<file path="src/rtl/if_fetch_buf.sv">
// Fetch buffer between the PC stage and IF/ID: queues 64-bit bundles, issues 32-bit words.
// Optional same-cycle bypass of an incoming bundle into an empty buffer: define FETCH_BUF_BYPASS_EN.
module if_fetch_buf #(
   parameter int DEPTH = 4,
   parameter int AW    = 2
) (
   input  logic        clk,
   input  logic        rst,
   input  logic        ce_i,
   input  logic [31:0] pc_i,
   input  logic [63:0] inst_i,
   input  logic        flush_i,
   input  logic        id_ready_i,
   output logic        id_valid_o,
   output logic [31:0] id_pc_o,
   output logic [31:0] id_inst_o,
   output logic        stall_req_o,
   output logic        full_o,
   output logic        overflow_o
);

   localparam logic [AW:0]   DEPTH_C = (AW+1)'(DEPTH);
   localparam logic [AW:0]   CNT_ONE = (AW+1)'(1);
   localparam logic [AW-1:0] PTR_ONE = AW'(1);

   logic [28:0]   r_mem_pc   [DEPTH];
   logic [63:0]   r_mem_inst [DEPTH];
   logic [AW-1:0] r_wp;
   logic [AW-1:0] r_rp;
   logic [AW:0]   r_count;
   logic          r_h;
   logic          r_stall;
   logic          r_ovf;

   logic          w_empty;
   logic          w_full;
   logic          w_fire;
   logic          w_pop;
   logic          w_write;
   logic          w_drop;
   logic [AW:0]   w_next_count;
   logic [28:0]   w_rd_pc;
   logic [63:0]   w_rd_inst;
   logic          w_unused;

   // Handshake: a word transfers on any edge where id_valid_o && id_ready_i;
   // while id_valid_o=1 and id_ready_i=0 the presented word is held unchanged.
   assign w_empty   = (r_count == '0);
   assign w_full    = (r_count == DEPTH_C);
   assign w_fire    = id_valid_o & id_ready_i;
   assign w_pop     = w_fire & r_h;
   assign w_write   = ce_i & ~flush_i & (~w_full | w_pop);
   assign w_drop    = ce_i & ~flush_i & w_full & ~w_pop;
   assign w_rd_pc   = r_mem_pc[r_rp];
   assign w_rd_inst = r_mem_inst[r_rp];
   assign w_unused  = ^pc_i[2:0];

   always_comb begin
      w_next_count = r_count;
      if (w_write && !w_pop)
         w_next_count = r_count + CNT_ONE;
      else if (!w_write && w_pop)
         w_next_count = r_count - CNT_ONE;
   end

   always_comb begin
      id_valid_o = 1'b0;
      id_pc_o    = '0;
      id_inst_o  = '0;
      if (!w_empty) begin
         id_valid_o = 1'b1;
         id_pc_o    = {w_rd_pc, r_h, 2'b00};
         id_inst_o  = r_h ? w_rd_inst[31:0] : w_rd_inst[63:32];
      end
`ifdef FETCH_BUF_BYPASS_EN
      else if (ce_i && !flush_i && !rst) begin
         id_valid_o = 1'b1;
         id_pc_o    = {pc_i[31:3], 3'b000};
         id_inst_o  = inst_i[63:32];
      end
`endif
   end

   assign full_o      = w_full;
   assign stall_req_o = r_stall;
   assign overflow_o  = r_ovf;

   // Storage carries no reset; occupancy alone decides what is valid.
   always_ff @(posedge clk) begin
      if (!rst && w_write) begin
         r_mem_pc[r_wp]   <= pc_i[31:3];
         r_mem_inst[r_wp] <= inst_i;
      end
   end

   always_ff @(posedge clk) begin
      if (rst || flush_i) begin
         r_wp    <= '0;
         r_rp    <= '0;
         r_count <= '0;
         r_h     <= 1'b0;
         r_stall <= 1'b0;
         r_ovf   <= 1'b0;
      end else begin
         if (w_write)
            r_wp <= r_wp + PTR_ONE;
         if (w_pop)
            r_rp <= r_rp + PTR_ONE;
         if (w_fire)
            r_h <= ~r_h;
         if (w_drop)
            r_ovf <= 1'b1;
         r_count <= w_next_count;
         // One entry of slack covers the bundle already launched by the PC stage.
         r_stall <= (w_next_count >= (DEPTH_C - CNT_ONE));
      end
   end

endmodule
</file>
<file path="config.mk">
export PLATFORM = sky130hd
export DESIGN_NAME = if_fetch_buf
export DESIGN_NICKNAME = d
export VERILOG_FILES = /design/src/rtl/if_fetch_buf.sv
export SDC_FILE = /design/constraint.sdc
export NUM_CORES = 1
export LEC_CHECK = 0
export ABC_AREA = 1
export CAP_MARGIN = 25
export CORE_MARGIN = 2
export CORE_UTILIZATION = 51
export DETAILED_ROUTE_END_ITERATION = 8
export GPL_ROUTABILITY_DRIVEN = 0
export PLACE_DENSITY = 0.81
export SLEW_MARGIN = 40
export SYNTH_ARGS = -nofsm -noshare
export SYNTH_HDL_FRONTEND = slang
export SYNTH_SLANG_ARGS = --single-unit
</file>
<file path="constraint.sdc">
create_clock -name clk -period 5.51 [get_ports clk]
set_clock_uncertainty 0.05 [all_clocks]
set_input_delay 0.8265 -clock clk [delete_from_list [all_inputs] [get_ports clk]]
set_output_delay 0.8265 -clock clk [all_outputs]
set_load 0.01 [all_outputs]
</file>
Word level (Yosys, flattened, before mapping)
Memory sizes are Yosys's and may differ from the RTL's. A register that Yosys moved wholly into a read port is not among the register bits.
Index checks and enable logic that the tools add are counted.

operators by class
  $add $sub $neg = 4
  $mul = 0
  div/mod/pow operators = 0
  $lt $le $gt $ge = 1
  eq/ne operators = 1
  shift-type cells = 0
  multiplexer cells = 12
  bitwise operators = 11
  reduce and logical (&&, ||, !) cells = 8

operators with widths
  kind                   count
  $mux W32               3
  $mux W2                4
  $and A1 B1 Y1          6
  $mux W3                2
  $add A2 B1 Y2 const B  2
  $not A1 Y1             4
  $add A3 B1 Y3 const B  1
  $eq A3 B3 Y1 const B   1
  $ge A3 B2 Y1 const B   1
  $logic_and A1 B1 Y1    3
  $logic_not A1 Y1       3
  $logic_not A3 Y1       1
  $mux W1                3
  $sub A3 B1 Y3 const B  1
  $logic_or A1 B1 Y1     1
  $or A1 B1 Y1           1

word-level totals
  register bits after elaboration = 10
  bits in latches = 0
  memory bits (writable) = 372
  ROM bits = 0
  input port bits = 101
  output and inout bits = 68
  memories kept = 2

memory list
  name        depth  bits a word  rd ports  clocked after Yosys merged registers in  wr ports  RTL line  source
  r_mem_inst  4      64           1         1                                        1         27        logic [63:0] r_mem_inst [DEPTH];
  r_mem_pc    4      29           1         1                                        1         26        logic [28:0] r_mem_pc [DEPTH];

Longest topological paths before layout
Gate-level depths: netlist of the first run.

  word-level depth = 11
  depth in mapped cells = 10
  depth with buffers taken out = 10

Worst setup path before layout of the first run
No wires, ideal clock.

  path kind = input port to flip-flop
  start = input flush_i
  end = memory r_mem_inst[0][0], enable pin
  setup time = 545 ps
  arrival time = 5232 ps
  required time = 4915 ps
  path slack = -317 ps
  stages = 6
  buffers on the path = 0
  cell sequence = inv_1 > nand2_1 > inv_1 > nand2_2 > or2_4 > nor2_1

between the ends
  longest elaborated chain between the ends = 6

ends and longest elaborated chain
  element                        RTL line  source
  start: declaration             12        input logic flush_i,
  $not A1 Y1                     52        assign w_write = ce_i & ~flush_i & (~w_full | w_pop);
  $and A1 B1 Y1 (2 in a row)     52
  $logic_and A1 B1 Y1            90        if (!rst && w_write) begin
  $mux W1                        90
  $mux W1 (implied by the code)  92        r_mem_inst[r_wp] <= inst_i;
  end: declaration               27

Every way passes these cells.

==> results of run 1 <==
[critical path: cells and delay by family, from the launching register on]
family | cells | cell delay (ns)
DFF | 1 | 0.88
buffers and inverters | 4 | 1.39
AOI/OAI and AO/OA | 3 | 0.31
[cell families (layout without fill, tap and decap cells)]
kind of cell	Yosys count	count (layout)
AO/OA/AOI/OAI	324	324
XOR/XNOR	3	3
adder cells (fa/ha/maj)	7	7
buffers and inverters	126	304
flip-flops	384	384
other	1	3
AND/OR/NAND/NOR	309	309
[sequential cells by signal, indices dropped and copies added (netlist names), named ones only]
name	count
r_rp	2
stall_req_o	1
r_h	1
r_mem_inst	256
overflow_o	1
r_count	3
r_mem_pc	116
r_wp	2
[per-layer routing]
metal | GRT usage [%] | routed length (um) | vias up
li1 | - | - | 4471
met1 | 27.0 | 13500 | 4636
met2 | 35.4 | 16200 | 310
met3 | 4.18 | 2120 | 69
met4 | 7.16 | 942 | 0
met5 | 0 | 0 | -
[per-stage QoR]
stage	hold slack [ns]	TNS (ns)	cells
global route	0.486	0	1723
CTS	0.443	0	1723
global placement	0.401	0	1652
detailed placement	0.417	0	1655
finish	0.445	0	1724
floorplan	0.394	-118.10	1155
[worst paths after layout]
kind                                  to  slack [ns]                    start
max                        id_inst_o[30]        1.34                flip-flop
min              overflow_o$_SDFFE_PP0P_        0.45  overflow_o$_SDFFE_PP0P_
max reg2reg  r_mem_inst[1][29]$_DFFE_PP_        2.80    r_count[0]$_SDFF_PP0_
min reg2reg      overflow_o$_SDFFE_PP0P_        0.45  overflow_o$_SDFFE_PP0P_
[area by class of cell]
cell class	count	share of cell area, %
clock inverter	18	0.583
tap	390	2.67
timing repair buffer	182	10.2
sequential	384	62.6
clock buffer	50	5.81
inverter	54	1.16
antenna	1	0.0137
multi-input combinational	645	17.0
[synthesized netlist by cell type (all sizes together)]
cell | n | area (um2)
a21oi | 35 | 175
a31oi | 2 | 12.5
buf | 41 | 308
clkbuf | 31 | 116
conb | 1 | 3.75
dfxtp | 12 | 240
edfxtp | 372 | 11200
ha | 7 | 87.6
inv | 54 | 208
nand2 | 47 | 186
nand3 | 6 | 42.5
nand4 | 2 | 12.5
nor2 | 251 | 942
nor3 | 1 | 5.00
o211ai | 1 | 7.51
o21ai | 222 | 1150
o22ai | 64 | 400
or2 | 2 | 17.5
xnor2 | 1 | 8.76
xor2 | 2 | 17.5
[report_power, final]
part / switching [mW] / internal (mW) / total [mW]
clock network: 1.01 / 1.40 / 2.41
logic: 0.131 / 0.126 / 0.257
registers: 0.00832 / 3.23 / 3.24
==> metrics.md, run 1 <==
| Metric | Value |
|---|---|
| Rel. slew slack | `44.5%` |
| XOR/XNOR Fraction of Synth Area | `0.174%` |
| Commonest cells after routing, fill and taps aside | `edfxtp_1, nor2_1, o21ai_0` |
| Avg WL per Cell | `19.0 um` |
| Sink Count | `384` |
| FF+latch area | `11400 um2` |
| Share of cells above drive strength 1 | `6.98%` |
| Largest family of logic cells by synthesized area | `compound AO/OA/AOI/OAI gates` |
| Crit share post-route | `75.6%` |
| Postcts setup bufs | `0` |
| LEAKAGE | `6.17 nW` |
| Top-level I/O count | `169` |
| Initial drt markers | `899` |
| Multi-input logic area | `3100 um2` |
| Post-route worst setup slack | `1.34 ns` |
| Max clock buf depth | `3` |
| Vias in the first global route | `9558` |
| Vias/cell | `5.50` |
| Hold Crit Class | `reg -> reg` |
| Rows | `63` |
| Mean Syn Cell Area | `13.1 um2` |
| Gr ovfl total | `0` |
| Gr usage total | `20.9%` |
| YS warnings | `0` |
| Post-CTS Hold Buffers | `0` |
| DRC Markers | `0` |
| Cells after synthesis | `1154` |
| Unique masters post-synth | `30` |
| Post-layout instance area | `18300 um2` |
| DRT antenna net count | `0` |
| Post-DP HPWL | `18.2 mm` |
| Initial antenna violation count | `2` |
| Initial Utilization | `51.4%` |
| Via Count | `9486` |
| Outcome | `complete, no violations` |
| Crit path required time | `4.63 ns` |
| Core area | `29400 um2` |
| CP Class | `reg -> out` |
| Simple-gate share of the synthesized area | `7.98%` |
| Area delta synth->final | `20.8%` |
| CP startpoint kind | `flip-flop` |
| Pwr Total | `5.91 mW` |
| Pre-CTS setup slack | `1.70 ns` |
| Routed wire length | `32.7 mm` |
| Max Cap Viol | `0` |
| Fill count | `2140` |
| CTS tree | `built` |
| Worst path slowest cell | `dfxtp_4` |
| Resized cells post-CTS | `0` |
| P per Cell Area | `324 nW/um2` |
| CTS Buf Count | `39` |
| Worst-Margin Slew | `0.832 ns` |
| PortBufs | `163` |
| Worst Setup End Kind | `output port` |
| Commonest non-fill, non-tap cell in the layout | `edfxtp_1` |
| Complex-gate fraction of the synthesized area | `11.5%` |
| Final Critical Period | `4.17 ns` |
| Largest net degree at the start of global routing | `140` |
| Final-report hold violation count | `0` |
| Clk_lat worst skew | `0.52 ns` |
| Max rail drop VDD | `0.253 mV` |
| Logic depth of the worst register-to-register path | `10` |
| FMAX | `240 MHz` |
| RSZ-0062 raised after global routing | `false` |
| Nets | `1414` |
| Post-Synth Adder-Cell Area | `0.580%` |
| Die area | `31000 um2` |
| Largest stage delay on the critical path | `0.88 ns` |
| CP Max Fanout | `139` |
| H-Tree Depth | `2` |
| Die Ht | `176 um` |
| Sequential element share of the synthesized area | `75.5%` |
| Mapped Area | `15100 um2` |
| DRT Pass-1 Iters | `5` |
| Mux cell area share after synthesis | `0%` |
| Clock root cell | `clkbuf_16` |
| WP data arrival | `3.29 ns` |
| Hold path cells | `2` |
| Core Util, Final | `62.1%` |
| CTS clk-pin slew, worst paths | `0.06 ns` |
| First-pass GRT wire length | `50.4 mm` |
| Setup Viol. Count Final | `0` |
| Post-DP Area | `17100 um2` |
| Crit path cell chain | `inv_8 > buf_4 > o21ai_0 > o22ai_1 > inv_1 > o21ai_2 > clkdlybuf4s50_1` |
| Die W | `176 um` |
| Synth Register Bits | `384` |
| Final Max Tran Viols | `0` |
(Power assumes the default switching activity.)
==> run 2, diff against run 1 <==
--- a/config.mk
+++ b/config.mk
@@ -8,10 +8,10 @@
 export ABC_AREA = 1
 export CAP_MARGIN = 25
 export CORE_MARGIN = 2
-export CORE_UTILIZATION = 51
+export CORE_UTILIZATION = 56
 export DETAILED_ROUTE_END_ITERATION = 8
 export GPL_ROUTABILITY_DRIVEN = 0
-export PLACE_DENSITY = 0.81
+export PLACE_DENSITY = 0.84
 export SLEW_MARGIN = 40
 export SYNTH_ARGS = -nofsm -noshare
 export SYNTH_HDL_FRONTEND = slang
==> constraint.sdc (replaced) <==
create_clock -name clk -period 3.9 [get_ports clk]
set_clock_uncertainty 0.05 [all_clocks]
set_input_delay 0.585 -clock clk [delete_from_list [all_inputs] [get_ports clk]]
set_output_delay 0.585 -clock clk [all_outputs]
set_load 0.01 [all_outputs]
==> metrics.md, run 2 (synthesis gave the netlist of run 1 again) <==
| Metric | Value |
|---|---|
| Die Ht | `168 um` |
| Placed Cells | `1599` |
| LEAKAGE | `6.18 nW` |
| PortBufs | `163` |
| Initial drt markers | `1117` |
| Nets | `1407` |
| Worst Setup End Kind | `output port` |
| Crit path cell chain | `inv_1 > ha_1 > nand2_4 > inv_2 > or2_2 > o21ai_1 > clkdlybuf4s50_1` |
| CTS tree | `built` |
| Core area | `26700 um2` |
| P per Cell Area | `467 nW/um2` |
| Die W | `168 um` |
| Gr ovfl total | `0` |
| WP data arrival | `3.07 ns` |
| Initial Utilization | `56.5%` |
| Avg WL per Cell | `19.4 um` |
| Post-CTS Hold Buffers | `0` |
| Hold Crit Class | `reg -> reg` |
| Rel. slew slack | `54.2%` |
| Area delta synth->final | `20.6%` |
| Share of cells above drive strength 1 | `6.78%` |
| CP startpoint kind | `flip-flop` |
| Top flop regs | `r_mem_inst (256), r_mem_pc (116), r_count (3)` |
| Gr usage total | `22.3%` |
| Clock root cell | `clkbuf_16` |
| Worst path slowest cell | `or2_2` |
| Die area | `28300 um2` |
| Setup TNS after final layout | `0 ns` |
| Setup Viol. Count Final | `0` |
| Max Cap Viol | `0` |
| Commonest non-fill, non-tap cell in the layout | `edfxtp_1` |
| Final-report hold violation count | `0` |
| Top delay family on crit path | `buffers and inverters` |
| Vias in the first global route | `9371` |
| Post-route worst setup slack | `0.193 ns` |
| CP Max Fanout | `31` |
| Post-DP HPWL | `16.7 mm` |
| Top-level I/O count | `169` |
| RSZ-0062 raised after global routing | `false` |
| Outcome | `complete, no violations` |
| Max clock buf depth | `3` |
| Largest net degree at the start of global routing | `129` |
| Max rail drop VDD | `0.347 mV` |
| DRT antenna net count | `0` |
| DRT Pass-1 Iters | `5` |
| Clk_lat worst skew | `0.52 ns` |
| Rows | `60` |
| Sink Count | `384` |
| Fill count | `1720` |
| CTS clk-pin slew, worst paths | `0.06 ns` |
| Commonest cells after routing, fill and taps aside | `edfxtp_1, nor2_1, o21ai_0` |
| DRC Markers | `0` |
| Vias/cell | `5.72` |
| Routed wire length | `32.4 mm` |
| Final Max Tran Viols | `0` |
| Pre-CTS setup slack | `0.728 ns` |
| CTS Buf Count | `38` |
| CP bufs+invs | `3` |
| First-pass GRT wire length | `49.1 mm` |
| Worst-Margin Slew | `0.685 ns` |
| Antenna diodes | `0` |
| CP Class | `reg -> out` |
| FMAX | `270 MHz` |
| Resized cells post-CTS | `0` |
| Largest Register | `r_mem_inst` |
| Final Critical Period | `3.71 ns` |
| Final non-filler cell total | `1668` |
| H-Tree Depth | `2` |
| Via Count | `9536` |
| Final hold slack | `0.456 ns` |
| Initial antenna violation count | `1` |
| Number of flip-flops in the largest register | `256` |
| Largest stage delay on the critical path | `0.63 ns` |
| Postcts setup bufs | `0` |
| Crit share post-route | `95.0%` |
| Crit path required time | `3.26 ns` |
run 2: changes by cell type in the layout (fill, tap and decap cells not counted), moves of 2 or more:
cell / before / now
inv_6: 0 / 2
buf_12: 3 / 9
clkbuf_1: 9 / 7
bufinv_16: 1 / 4
buf_16: 2 / 0
buf_4: 12 / 3
run 2: layout make-up:
class | count | area [um2] | share of cell area [%]
flip-flops and latches | 384 | 11400 | 62.7
multi-input cells | 646 | 3110 | 17.1
repair buffers | 175 | 1830 | 10.1
clock buffers | 47 | 1030 | 5.64
well taps | 341 | 427 | 2.34
inverters | 54 | 208 | 1.14
clock inverters | 21 | 198 | 1.09
run 2: through the flow:
step	area [um2]	util [%]	power [mW]
2_1_floorplan	15100	-	4.80
3_3_place_gp	17000	63.6	5.01
3_5_place_dp	17000	63.6	5.02
4_1_cts	18200	68.2	8.56
5_1_grt	18200	68.2	8.76
6_report	18200	68.2	8.51
run 2: report_power, final:
part	internal (mW)	total, mW	switching, mW
clock	2.13	3.57	1.44
combinational	0.179	0.364	0.185
sequential	4.57	4.58	0.0116
run 2: routing by layer:
metal	part of all wire (%)	vias to the layer above	GRT usage (%)
met1	40	4634	28.6
met4	2.1	2	7.57
met5	0.040	-	0
li1	-	4462	-
met3	6.9	47	3.95
met2	51	391	38.5
run 2: path summary, 6_finish.rpt:
check	cells past startpoint	slack, ns	from	to
max	7	0.19	r_count[0]$_SDFF_PP0_	id_inst_o[12]
max reg2reg	9	1.49	r_count[0]$_SDFF_PP0_	r_mem_inst[1][27]$_DFFE_PP_
min reg2reg	1	0.46	r_rp[0]$_SDFFE_PP0N_	flip-flop
min	1	0.46	r_rp[0]$_SDFFE_PP0N_	flip-flop
==> run 3, diff against run 2 <==
--- a/config.mk
+++ b/config.mk
@@ -8,10 +8,11 @@
 export ABC_AREA = 1
 export CAP_MARGIN = 25
 export CORE_MARGIN = 2
-export CORE_UTILIZATION = 56
+export CORE_UTILIZATION = 35
+export CTS_CLUSTER_DIAMETER = 30
 export DETAILED_ROUTE_END_ITERATION = 8
 export GPL_ROUTABILITY_DRIVEN = 0
-export PLACE_DENSITY = 0.84
+export PLACE_DENSITY = 0.59
 export SLEW_MARGIN = 40
 export SYNTH_ARGS = -nofsm -noshare
 export SYNTH_HDL_FRONTEND = slang
==> metrics.md, run 3 (synthesis gave the netlist of run 1 again) <==
| Metric | Value |
|---|---|
| Critical Path End | `id_inst_o[9]` |
| FMAX | `277 MHz` |
| Largest stage delay on the critical path | `0.59 ns` |
| CTS tree | `built` |
| Final-report hold violation count | `0` |
| Post-CTS Hold Buffers | `0` |
| Pre-CTS setup slack | `0.892 ns` |
| Max rail drop VDD | `0.402 mV` |
| Rows | `76` |
| Multi-input logic area | `3100 um2` |
| Core area | `42900 um2` |
| Vias/cell | `4.81` |
| CP startpoint kind | `flip-flop` |
| Rel. slew slack | `52.3%` |
| Largest net degree at the start of global routing | `94` |
| Setup Viol. Count Final | `0` |
| Max Cap Viol | `0` |
| Nets | `1456` |
| Commonest cells after routing, fill and taps aside | `edfxtp_1, nor2_1, o21ai_0` |
| Crit path cell chain | `inv_6 > buf_4 > o21ai_0 > o22ai_1 > nand2_1 > o21ai_1 > clkdlybuf4s50_1` |
| Area delta synth->final | `34.1%` |
| Final Critical Period | `3.61 ns` |
| Antenna diodes | `0` |
| Reg2reg end | `r_mem_inst[3][51]$_DFFE_PP_` |
| Initial antenna violation count | `1` |
| RSZ-0062 raised after global routing | `false` |
| Via Count | `9605` |
| Crit path required time | `3.26 ns` |
| WP data arrival | `2.97 ns` |
| Largest Register | `r_mem_inst` |
| Final hold slack | `0.419 ns` |
| Logic depth of the worst register-to-register path | `9` |
| Setup TNS after final layout | `0 ns` |
| Worst path slowest cell | `clkdlybuf4s50_1` |
| Initial drt markers | `665` |
| Routed wire length | `34.8 mm` |
| Fill count | `3748` |
| Die area | `44900 um2` |
| Initial Utilization | `35.2%` |
| Post-DP Area | `17300 um2` |
| Gr ovfl total | `0` |
| Reg2reg start | `r_count[0]$_SDFF_PP0_` |
| Worst Setup End Kind | `output port` |
| LEAKAGE | `7.01 nW` |
| Crit share post-route | `92.6%` |
| PortBufs | `163` |
| Commonest non-fill, non-tap cell in the layout | `edfxtp_1` |
| CP Max Fanout | `47` |
| Share of cells above drive strength 1 | `12.6%` |
| Clock root cell | `clkbuf_16` |
| CTS clk-pin slew, worst paths | `0.05 ns` |
| DRC Markers | `0` |
| Gr usage total | `15.6%` |
| R2R setup slack | `1.43 ns` |
| Outcome | `complete, no violations` |
| Avg WL per Cell | `17.4 um` |
| H-Tree Depth | `3` |
| Hold Crit Class | `reg -> reg` |
| Post-DP HPWL | `17.6 mm` |
| Postcts setup bufs | `0` |
| Max clock buf depth | `3` |
| CP Class | `reg -> out` |
| Die W | `212 um` |
| Worst-Margin Slew | `0.715 ns` |
| Final Max Tran Viols | `0` |
| Clk_lat worst skew | `0.59 ns` |
| Number of flip-flops in the largest register | `256` |
| Resized cells post-CTS | `0` |
| DRT antenna net count | `0` |
| DRT Pass-1 Iters | `4` |
| Die Ht | `212 um` |
| Top flop regs | `r_mem_inst (256), r_mem_pc (116), r_count (3)` |
| CTS Buf Count | `83` |
| Post-layout instance area | `20300 um2` |
| P per Cell Area | `600 nW/um2` |
| First-pass GRT wire length | `53.2 mm` |
| FF+latch area | `11400 um2` |
| Vias in the first global route | `9560` |
| Top-level I/O count | `169` |
| Post-route worst setup slack | `0.290 ns` |
| Sink Count | `384` |
==> run 3: cell types whose count changed in the layout (fill, tap and decap cells not counted) <==
cell        change
clkbuf_16      +43
bufinv_16      +12
clkinv_2        +9
clkinvlp_4      +7
clkinv_1        -6
inv_6           +6
buf_4           +5
clkbuf_1        +4
clkinv_4        +3
clkinv_8        +3
clkinv_16       +1
inv_16          +1
inv_2           -1
or2_2           -1
==> run 3: layer usage <==
metal / vias to the layer above / global-route usage (%) / routed length, um
li1: 4611 / - / -
met5: - / 0 / 16
met2: 244 / 25.2 / 16800
met1: 4693 / 20.0 / 15300
met3: 55 / 3.86 / 1910
met4: 2 / 6.56 / 745
==> run 3: area by class of cell <==
class	count	area share (%)
clock buffers	94	10.5
clock inverters	56	3.98
inverters	54	1.03
well taps	585	3.61
flip-flops and latches	384	56.4
repair buffers	180	9.24
multi-input cells	645	15.3
==> run 3: per-stage QoR <==
stage	utilization [%]	instances	power, mW
final	47.2	1998	12.1
after floorplan	-	1155	4.80
after CTS	47.2	1998	12.3
after detailed placement	40.4	1848	5.04
after global routing	47.2	1998	12.5
after global placement	40.4	1848	5.03
==> run 3: worst min path at each step <==
stage                                        from                 endpoint  slack [ns]  cells after the start
after floorplan              r_rp[0]$_SDFFE_PP0N_                flip-flop        0.39                      1
after global placement       r_rp[0]$_SDFFE_PP0N_     r_rp[0]$_SDFFE_PP0N_        0.40                      1
after detailed placement  overflow_o$_SDFFE_PP0P_  overflow_o$_SDFFE_PP0P_        0.41                      2
after CTS                    r_rp[0]$_SDFFE_PP0N_                flip-flop        0.42                      1
after global routing         r_rp[0]$_SDFFE_PP0N_     r_rp[0]$_SDFFE_PP0N_        0.45                      1
final                        r_rp[0]$_SDFFE_PP0N_                flip-flop        0.42                      1
==> run 3: power breakdown <==
part           total [mW]  internal [mW]  switching [mW]
Clock                7.18           4.98            2.21
Combinational       0.370          0.183           0.187
Sequential           4.59           4.58          0.0103
Total                12.1           9.74            2.41
==> run 3: critical path: cells and delay by family, from the launching register on <==
family,cells,cell delay (ns)
compound gates,3,0.51
buf+inv,3,1.29
flops,1,0.44
simple gates,1,0.09
